### src/rtl/interval_countdown_if.sv
// interval_countdown_if: bundles the controller/parameter-store handshake
// seen by interval_countdown. The slave modport is the timer itself; the
// master modport is whoever drives start/abort and returns the stored value.
// The pause signal exists only when TIMER_PAUSE_EN is defined.
interface interval_countdown_if #(
    parameter int VALUE_W = 4
);
    logic               start_timer;
    logic [1:0]         interval_req;
    logic               prog_sync;
    logic [VALUE_W-1:0] value;
`ifdef TIMER_PAUSE_EN
    logic               pause;
`endif
    logic [1:0]         interval_code;
    logic [VALUE_W-1:0] remaining;
    logic               busy;
    logic               expired;

    modport slave (
        input  start_timer, interval_req, prog_sync, value,
`ifdef TIMER_PAUSE_EN
        input  pause,
`endif
        output interval_code, remaining, busy, expired
    );

    modport master (
        output start_timer, interval_req, prog_sync, value,
`ifdef TIMER_PAUSE_EN
        output pause,
`endif
        input  interval_code, remaining, busy, expired
    );
endinterface

### src/rtl/interval_countdown.sv
// interval_countdown: fetches an interval length (seconds) from the
// time-parameter store, counts it down on a prescaled one-second tick and
// pulses expired for one cycle when the count reaches zero.
// prog_sync aborts any fetch/count in progress because stored parameters
// may be changing underneath us. Optional macro TIMER_PAUSE_EN adds a pause
// input that freezes the countdown while in COUNT.
module interval_countdown #(
    parameter int VALUE_W  = 4,
    parameter int TICK_DIV = 10,
    parameter int DIV_W    = 4
) (
    input  logic                   clk,
    input  logic                   rst_n,
    interval_countdown_if.slave    bus
);

    typedef enum logic [1:0] {
        IDLE  = 2'd0,
        FETCH = 2'd1,
        COUNT = 2'd2,
        DONE  = 2'd3
    } state_t;

    state_t             state_q, state_d;
    logic [1:0]         code_q, code_d;
    logic [VALUE_W-1:0] rem_q, rem_d;
    logic [DIV_W-1:0]   presc_q, presc_d;
    logic               busy_q, busy_d;
    logic               expired_q, expired_d;
    logic               tick;
    logic               hold;
    logic               startReq;

`ifdef TIMER_PAUSE_EN
    assign hold = bus.pause;
`else
    assign hold = 1'b0;
`endif

    assign tick     = (presc_q == DIV_W'(TICK_DIV - 1));
    assign startReq = bus.start_timer && !bus.prog_sync;

    // Next-state and datapath decode; prog_sync always outranks start_timer,
    // and a restart in COUNT wins over a coincident tick.
    always_comb begin
        state_d = state_q;
        code_d  = code_q;
        rem_d   = rem_q;
        presc_d = presc_q;
        unique case (state_q)
            IDLE: begin
                if (startReq) begin
                    state_d = FETCH;
                    code_d  = bus.interval_req;
                end
            end
            FETCH: begin
                presc_d = '0;
                if (bus.prog_sync) begin
                    state_d = IDLE;
                    rem_d   = '0;
                end else begin
                    rem_d   = bus.value;
                    state_d = (bus.value == '0) ? DONE : COUNT;
                end
            end
            COUNT: begin
                if (bus.prog_sync) begin
                    state_d = IDLE;
                    rem_d   = '0;
                    presc_d = '0;
                end else if (bus.start_timer) begin
                    state_d = FETCH;
                    code_d  = bus.interval_req;
                end else if (!hold) begin
                    if (tick) begin
                        presc_d = '0;
                        if (rem_q <= VALUE_W'(1)) begin
                            rem_d   = '0;
                            state_d = DONE;
                        end else begin
                            rem_d = rem_q - VALUE_W'(1);
                        end
                    end else begin
                        presc_d = presc_q + DIV_W'(1);
                    end
                end
            end
            DONE: begin
                if (startReq) begin
                    state_d = FETCH;
                    code_d  = bus.interval_req;
                end else begin
                    state_d = IDLE;
                end
            end
            default: begin
                state_d = IDLE;
            end
        endcase
        busy_d    = (state_d == FETCH) || (state_d == COUNT);
        expired_d = (state_d == DONE);
    end

    // State, datapath and registered status outputs.
    always_ff @(posedge clk or negedge rst_n) begin
        if (!rst_n) begin
            state_q   <= IDLE;
            code_q    <= 2'b00;
            rem_q     <= '0;
            presc_q   <= '0;
            busy_q    <= 1'b0;
            expired_q <= 1'b0;
        end else begin
            state_q   <= state_d;
            code_q    <= code_d;
            rem_q     <= rem_d;
            presc_q   <= presc_d;
            busy_q    <= busy_d;
            expired_q <= expired_d;
        end
    end

    assign bus.interval_code = code_q;
    assign bus.remaining     = rem_q;
    assign bus.busy          = busy_q;
    assign bus.expired       = expired_q;

endmodule

### src/flat_wrapper.sv
// flat-port wrapper written by rule: the top's interface ports become plain ports
module interval_countdown_flat 
#(
    parameter int VALUE_W  = 4,
    parameter int TICK_DIV = 10,
    parameter int DIV_W    = 4
)
  (clk, rst_n, bus_start_timer, bus_interval_req, bus_prog_sync, bus_value, bus_interval_code, bus_remaining, bus_busy, bus_expired);
  interval_countdown_if #(.VALUE_W(VALUE_W)) bus_i ();
  input  logic clk;
  input  logic rst_n;
  input wire logic [$bits(bus_i.start_timer)-1:0] bus_start_timer;
  input wire logic [$bits(bus_i.interval_req)-1:0] bus_interval_req;
  input wire logic [$bits(bus_i.prog_sync)-1:0] bus_prog_sync;
  input wire logic [$bits(bus_i.value)-1:0] bus_value;
  output wire logic [$bits(bus_i.interval_code)-1:0] bus_interval_code;
  output wire logic [$bits(bus_i.remaining)-1:0] bus_remaining;
  output wire logic [$bits(bus_i.busy)-1:0] bus_busy;
  output wire logic [$bits(bus_i.expired)-1:0] bus_expired;
  assign bus_i.start_timer = bus_start_timer;
  assign bus_i.interval_req = bus_interval_req;
  assign bus_i.prog_sync = bus_prog_sync;
  assign bus_i.value = bus_value;
  assign bus_interval_code = bus_i.interval_code;
  assign bus_remaining = bus_i.remaining;
  assign bus_busy = bus_i.busy;
  assign bus_expired = bus_i.expired;
  interval_countdown #(.VALUE_W(VALUE_W), .TICK_DIV(TICK_DIV), .DIV_W(DIV_W)) u_core (.clk(clk), .rst_n(rst_n), .bus(bus_i));
endmodule
### config.mk
export PLATFORM = sky130hd
export DESIGN_NAME = interval_countdown_flat
export DESIGN_NICKNAME = d
export VERILOG_FILES = /design/src/rtl/interval_countdown_if.sv /design/src/rtl/interval_countdown.sv /design/src/flat_wrapper.sv
export SDC_FILE = /design/constraint.sdc
export NUM_CORES = 1
export LEC_CHECK = 0
export BUFFER_PORTS_ARGS = -buffer_cell sky130_fd_sc_hd__buf_2
export CORE_ASPECT_RATIO = 1.1
export CORE_MARGIN = 1.5
export CORE_UTILIZATION = 40
export CTS_CLUSTER_DIAMETER = 40
export CTS_CLUSTER_SIZE = 8
export DETAILED_ROUTE_END_ITERATION = 7
export GPL_TIMING_DRIVEN = 0
export PLACE_DENSITY_LB_ADDON = 0.12
export SETUP_SLACK_MARGIN = 0.05
export SYNTH_ARGS = -nofsm -noshare
export SYNTH_HDL_FRONTEND = slang
export SYNTH_SLANG_ARGS = --single-unit
### constraint.sdc
create_clock -name clk -period 1.9 [get_ports clk]
set_input_delay 0.095 -clock clk [delete_from_list [all_inputs] [get_ports clk]]
set_output_delay 0.095 -clock clk [all_outputs]
set_load 0.01 [all_outputs]
# --- Word-level counts from Yosys, hierarchy flattened ---
# Index checks and enable logic that the tools add are counted.
# Widths: inputs -> output; s select.
word_totals:
  latch_bits: 0
  ramBits: 0
  in_bits: 10
  regBits: 14
  mem_bits_ro: 0
  mem_count: 0
  elab_cells: 55
op_classes:
  div: 0
  magnitude_cmp: 1
  eq_ne: 12
  muxes: 23
  mul: 0
  reduce_logical: 11
  addsub: 2
  bitwise_logic: 0
  shifts: 0
ops:
  columns: ["cell", "count"]
  rows:
  - ["$mux 4", 8]
  - ["$mux 2", 9]
  - ["$pmux 4 s2", 2]
  - ["$eq 2x2->1 const B", 4]
  - ["$pmux 2 s4", 1]
  - ["$add 4x1->4 const B", 1]
  - ["$eq 2x1->1 const B", 2]
  - ["$eq 4x4->1 const B", 1]
  - ["$le 4x1->1 const B", 1]
  - ["$logic_not 4->1", 1]
  - ["$ne 2x2->1 const B", 2]
  - ["$pmux 2 s2", 1]
  - ["$reduce_and 4->1", 1]
  - ["$reduce_bool 2->1", 2]
  - ["$sub 4x1->4 const B", 1]
  - ["$ne 3x2->1 const B", 1]
  - ["$ne 3x3->1 const B", 1]
  - ["$reduce_and 3->1", 1]
  - ["$logic_not 2->1", 1]
  - ["$mux 1", 2]
  - ["$ne 2x1->1 const B", 1]
  - ["$reduce_and 2->1", 1]
  - ["$reduce_or 2->1", 1]
  - ["$logic_and 1x1->1", 1]
  - ["other kinds (2)", 2]

# --- Logic depth before layout (Yosys ltp) ---
depth:
  word_depth: 8
  depth_mapped: 7
  depth_no_buf: 7

# --- Worst setup path after synthesis ---
# No wires, ideal clock.
synth_timing:
  kind: "register -> register"
  startpoint: "reg u_core.rem_q[0], in the netlist u_core.bus.remaining[0]"
  endpoint: "reg u_core.busy_q, in the netlist u_core.bus.busy"
  stages_incl_launch_ff: 8
  t_arrival_ns: 1.562
  synth_period_minus_slack_ns: 1.688
  setup_ns: 0.126
  slack_ns: 0.212
  required_ns: 1.774
  cell_sequence: "dfrtp_1 > inv_1 > ha_1 > nor2_1 > nor4_1 > o21ai_1 > a22oi_1 > ha_1"
synth_between:
  elab_chain_cells: 8
synth_lines:
  columns: ["element", "line", "source"]
  rows:
  - ["start, declared", "interval_countdown.sv:26", "logic [VALUE_W-1:0] rem_q, rem_d;"]
  - ["start signal, assigned", "interval_countdown.sv:117", "rem_q <= rem_d;"]
  - ["$le 4x1->1 *", "interval_countdown.sv:78", "if (rem_q <= VALUE_W'(1)) begin"]
  - ["$mux 2 *", "interval_countdown.sv:78", null]
  - ["$mux 2 *", "interval_countdown.sv:76", "if (tick) begin"]
  - ["$mux 2 *", "interval_countdown.sv:72", "end else if (bus.start_timer) begin"]
  - ["$mux 2 *", "interval_countdown.sv:68", "if (bus.prog_sync) begin"]
  - ["$pmux 2 s4 *", "interval_countdown.sv:50", "unique case (state_q)"]
  - ["via u_core.state_d[1]", "interval_countdown.sv:24", "state_t state_q, state_d;"]
  - ["$eq 2x1->1 / $eq 2x2->1 (equally long branches)", "interval_countdown.sv:101", "busy_d = (state_d == FETCH) || (state_d == COUNT);"]
  - ["$logic_or 1x1->1 *", "interval_countdown.sv:101", null]
  - ["via u_core.busy_d", "interval_countdown.sv:28", "logic busy_q, busy_d;"]
  - ["end signal, assigned", "interval_countdown.sv:119", "busy_q <= busy_d;"]
  - ["end, declared", "interval_countdown.sv:28", null]
# Mark *: on every way through the listed nets, which the timed path passes. The rest lies on a longest branch.
# A chain may end at the register's enable or synchronous reset.

# --- Worst setup path after layout ---
layout_timing:
  startpoint: "reg u_core.presc_q[1]"
  endpoint: "reg u_core.busy_q, in the netlist u_core.bus.busy"
layout_between:
  elab_chain_cells: 7
layout_lines:
  columns: ["element", "line", "source"]
  rows:
  - ["start, declared", "interval_countdown.sv:27", "logic [DIV_W-1:0] presc_q, presc_d;"]
  - ["start signal, assigned", "interval_countdown.sv:118", "presc_q <= presc_d;"]
  - ["$eq 4x4->1 *", "interval_countdown.sv:40", "assign tick = (presc_q == DIV_W'(TICK_DIV - 1));"]
  - ["$mux 2 *", "interval_countdown.sv:76", null]
  - ["$mux 2 *", "interval_countdown.sv:72", null]
  - ["$mux 2 *", "interval_countdown.sv:68", null]
  - ["$pmux 2 s4 *", "interval_countdown.sv:50", null]
  - ["via u_core.state_d[1]", "interval_countdown.sv:24", null]
  - ["$eq 2x1->1 / $eq 2x2->1 (equally long branches)", "interval_countdown.sv:101", null]
  - ["$logic_or 1x1->1 *", "interval_countdown.sv:101", null]
  - ["via u_core.busy_d", "interval_countdown.sv:28", null]
# Marked as above.

==> flow_summary.ini <==
[status]
status = completed

[pwr]
p_int_uw = 989
power_switching_share = 0.416
cellPowerDensity_nw_per_um2 = 1530
p_clk_frac = 0.135
finalPower_mw = 1.69
pwr-share-comb = 0.561
vdd_ir_drop_max_v = 0.000628
p_leak_nw = 0.515
switching_power_uw = 705
pwr-share-seq = 0.304

[placement]
port_buffers = 17
dp_cells = 133
post-place-ws_ns = 0.0250
dp_hpwl_um = 1310
place_congestion = 0.804

[critical_path]
critPathKind = reg -> reg
critical_path.cell_chain = inv_1 > ha_1 > nand3b_1 > nor4_4 > o21ai_1 > a22oi_2 > ha_1
critical_path_arrival_ns = 1.93
max_stage_delay_ns = 0.42
start_kind = flip-flop
required_ns = 2.08
worstPathMaxFanout = 4
cp_common_cell = ha_1
end_kind = flip-flop
cp_slowest_cell = dfrtp_1
cp_top_family = simple AND/OR/NAND/NOR gates
cp_num_buf_inv = 1

[drt]
avgRoutedWirePerCell_um = 12.7
drcViolationCount = 0
vias = 740
antenna_left = 0
vias_per_cell = 5.17
firstDrtPassIters = 4
drt_iter0_drc = 12
routed_wl_um = 1820

[synthesis]
synth_cells = 88
synth.distinct_cells = 31
syn_area_per_cell_sq_um = 9.92
yosysSeqAreaShare = 0.401
synth_seq_cells = 14
yosys_warnings = 0
synth_area_sq_um = 873
synth_nets = 107

[sta]
max_freq_ghz = 0.571
slew_headroom = 0.672
rsz0062_at_grt = yes
worst_pin_slew_ns = 0.488
finalWorstSetupSlack_ns = 0.150
finalCritPeriodShare = 0.921
skew_ns = 0.00548
period_minus_slack_ns = 1.75
finalSetupViolCount = 0
final_hold_viol_count = 0
final_max_slew_viol_count = 0

[global_routing]
grt_max_degree = 15
grt_use_total = 0.174
antenna_found_initial = 0
gr-total-overflow = 0
grt_pass1_vias = 637
grt_pass1_wl_um = 2960

[clocking]
cts_made_buffers = 3
clock_latency_ns = 0.29
cts_root_buf = clkbuf_4
htree_levels = 1
cts_max_path_buffers = 2
clk_pin_slew_ns = 0.10
cts_tree = done
cts.sinks = 14

[die]
die_h_um = 52.0
die_x_um = 47.6
row_count = 17
die_area_sq_um = 2470
ioPinCount = 18
start_util = 0.428
core_sq_um = 2040

[cells_and_area]
fin_util = 0.543
fin_cells = 143
drive_gt1_frac = 0.330
syn_to_final_growth_pct = 26.9
insertedDiodeCount = 0
final_nets = 135
final_common_cell = buf_2
final_cell_mix = buf_2 (17), dfrtp_1 (13), nand2_1 (8), ha_1 (8), inv_1 (7)

[flow_run]
cap_violations = 0

[min_path]
holdCritPathClass = in -> reg
-- registers in the layout (all words and copies together), names as in the netlist --
signal	cells
u_core.bus.busy	1
u_core.bus.expired	1
u_core.bus.interval_code	2
u_core.bus.remaining	4
u_core.presc_q	4
u_core.state_q	2
-- cell families (layout without fill, tap and decap cells) --
| group | after synthesis | count (layout) | synth area share |
|---|---|---|---|
| muxes | 2 | 2 | 0.0258 |
| and+or+nand+nor | 29 | 29 | 0.191 |
| DFF | 14 | 14 | 0.401 |
| adders and majority gates | 9 | 9 | 0.129 |
| buffers and inverters | 8 | 35 | 0.0344 |
| AOI/OAI and AO/OA | 26 | 26 | 0.219 |
-- path summary, 6_finish.rpt --
check | end | start | depth (start not counted) | slack [ns]
setup / recovery | u_core.bus.busy | u_core.presc_q[1] | 7 | 0.15
hold / removal | u_core.bus.interval_code[1] | bus_interval_req[1] | 2 | 0.01
setup reg to reg | u_core.bus.busy | u_core.presc_q[1] | 7 | 0.15
hold reg to reg | u_core.bus.interval_code[1] | u_core.bus.interval_code[1] | 1 | 0.49
max in group asynchronous | u_core.bus.remaining[0] | rst_n | 2 | 1.41
min in group asynchronous | u_core.bus.expired | rst_n | 2 | 0.22
-- area by class of cell --
class	count	area, sq um
multi-input cells	66	523
flip-flops and latches	14	352
repair buffers	23	133
inverters	8	30.0
well taps	28	35.0
fillers	201	933
clock buffers	4	36.3
-- per-stage QoR --
stage          setup TNS, ns  hold WS, ns  cell area (sq um)
2_1_floorplan              0       -0.201                873
3_3_place_gp               0      0.00721                993
5_1_grt             -0.00444      0.00607               1110
4_1_cts                    0      0.00966               1070
3_5_place_dp               0       0.0136                993
6_report                   0       0.0135               1110
-- power by group through the flow --
stage          registers (mW)  clock network [mW]  logic [mW]
6_report                0.515               0.229       0.950
5_1_grt                 0.536               0.249        1.07
4_1_cts                 0.509               0.234       0.887
3_5_place_dp            0.513                   0       0.785
3_3_place_gp            0.505                   0       0.760
2_1_floorplan           0.529                   0       0.543
-- metal layers --
metal | wire [um] | vias to the layer above | global-route usage
li1 | - | 373 | -
met1 | 848 | 351 | 0.231
met2 | 896 | 12 | 0.261
met3 | 45 | 4 | 0.0417
met4 | 26 | 0 | 0.0811
met5 | 0 | - | 0
-- cells in the mapped netlist (all sizes together) --
master	count	area [sq um]
dfrtp	14	350
ha	9	113
o21ai	9	48.8
inv	8	30.0
nand2	8	30.0
nor2	5	18.8
nand2b	4	27.5
o31ai	3	22.5
a211oi	2	27.5
a21oi	2	10.0
a22o	2	17.5
a32oi	2	17.5
and2b	2	17.5
and3b	2	17.5
mux2	2	22.5
nor3	2	10.0
nor4	2	12.5
o211ai	2	15.0
o21a	2	15.0
a22oi	1	7.51
a311o	1	10.0
nand3	1	5.00
nand3b	1	7.51
nand4b	1	8.76
or3	1	11.3
-- worst reg2reg max path, stage by stage, from the launching register on --
cell and delay [ns]:
dfrtp_1 0.42, inv_1 0.07, ha_1 0.15, nand3b_1 0.22
nor4_4 0.22, o21ai_1 0.11, a22oi_2 0.19, ha_1 0.27
-- repair_timing --
action                                 4_1_cts  5_1_grt
pin swaps                                    1        0
hold buffers                                 1        0
gates cloned                                 0        0
setup buffers                                3        2
gates resized for setup                      1        6
setup endpoints to repair                    3        6
endpoints found under the hold margin       14        0
Power figures use the tool's default switching activity.
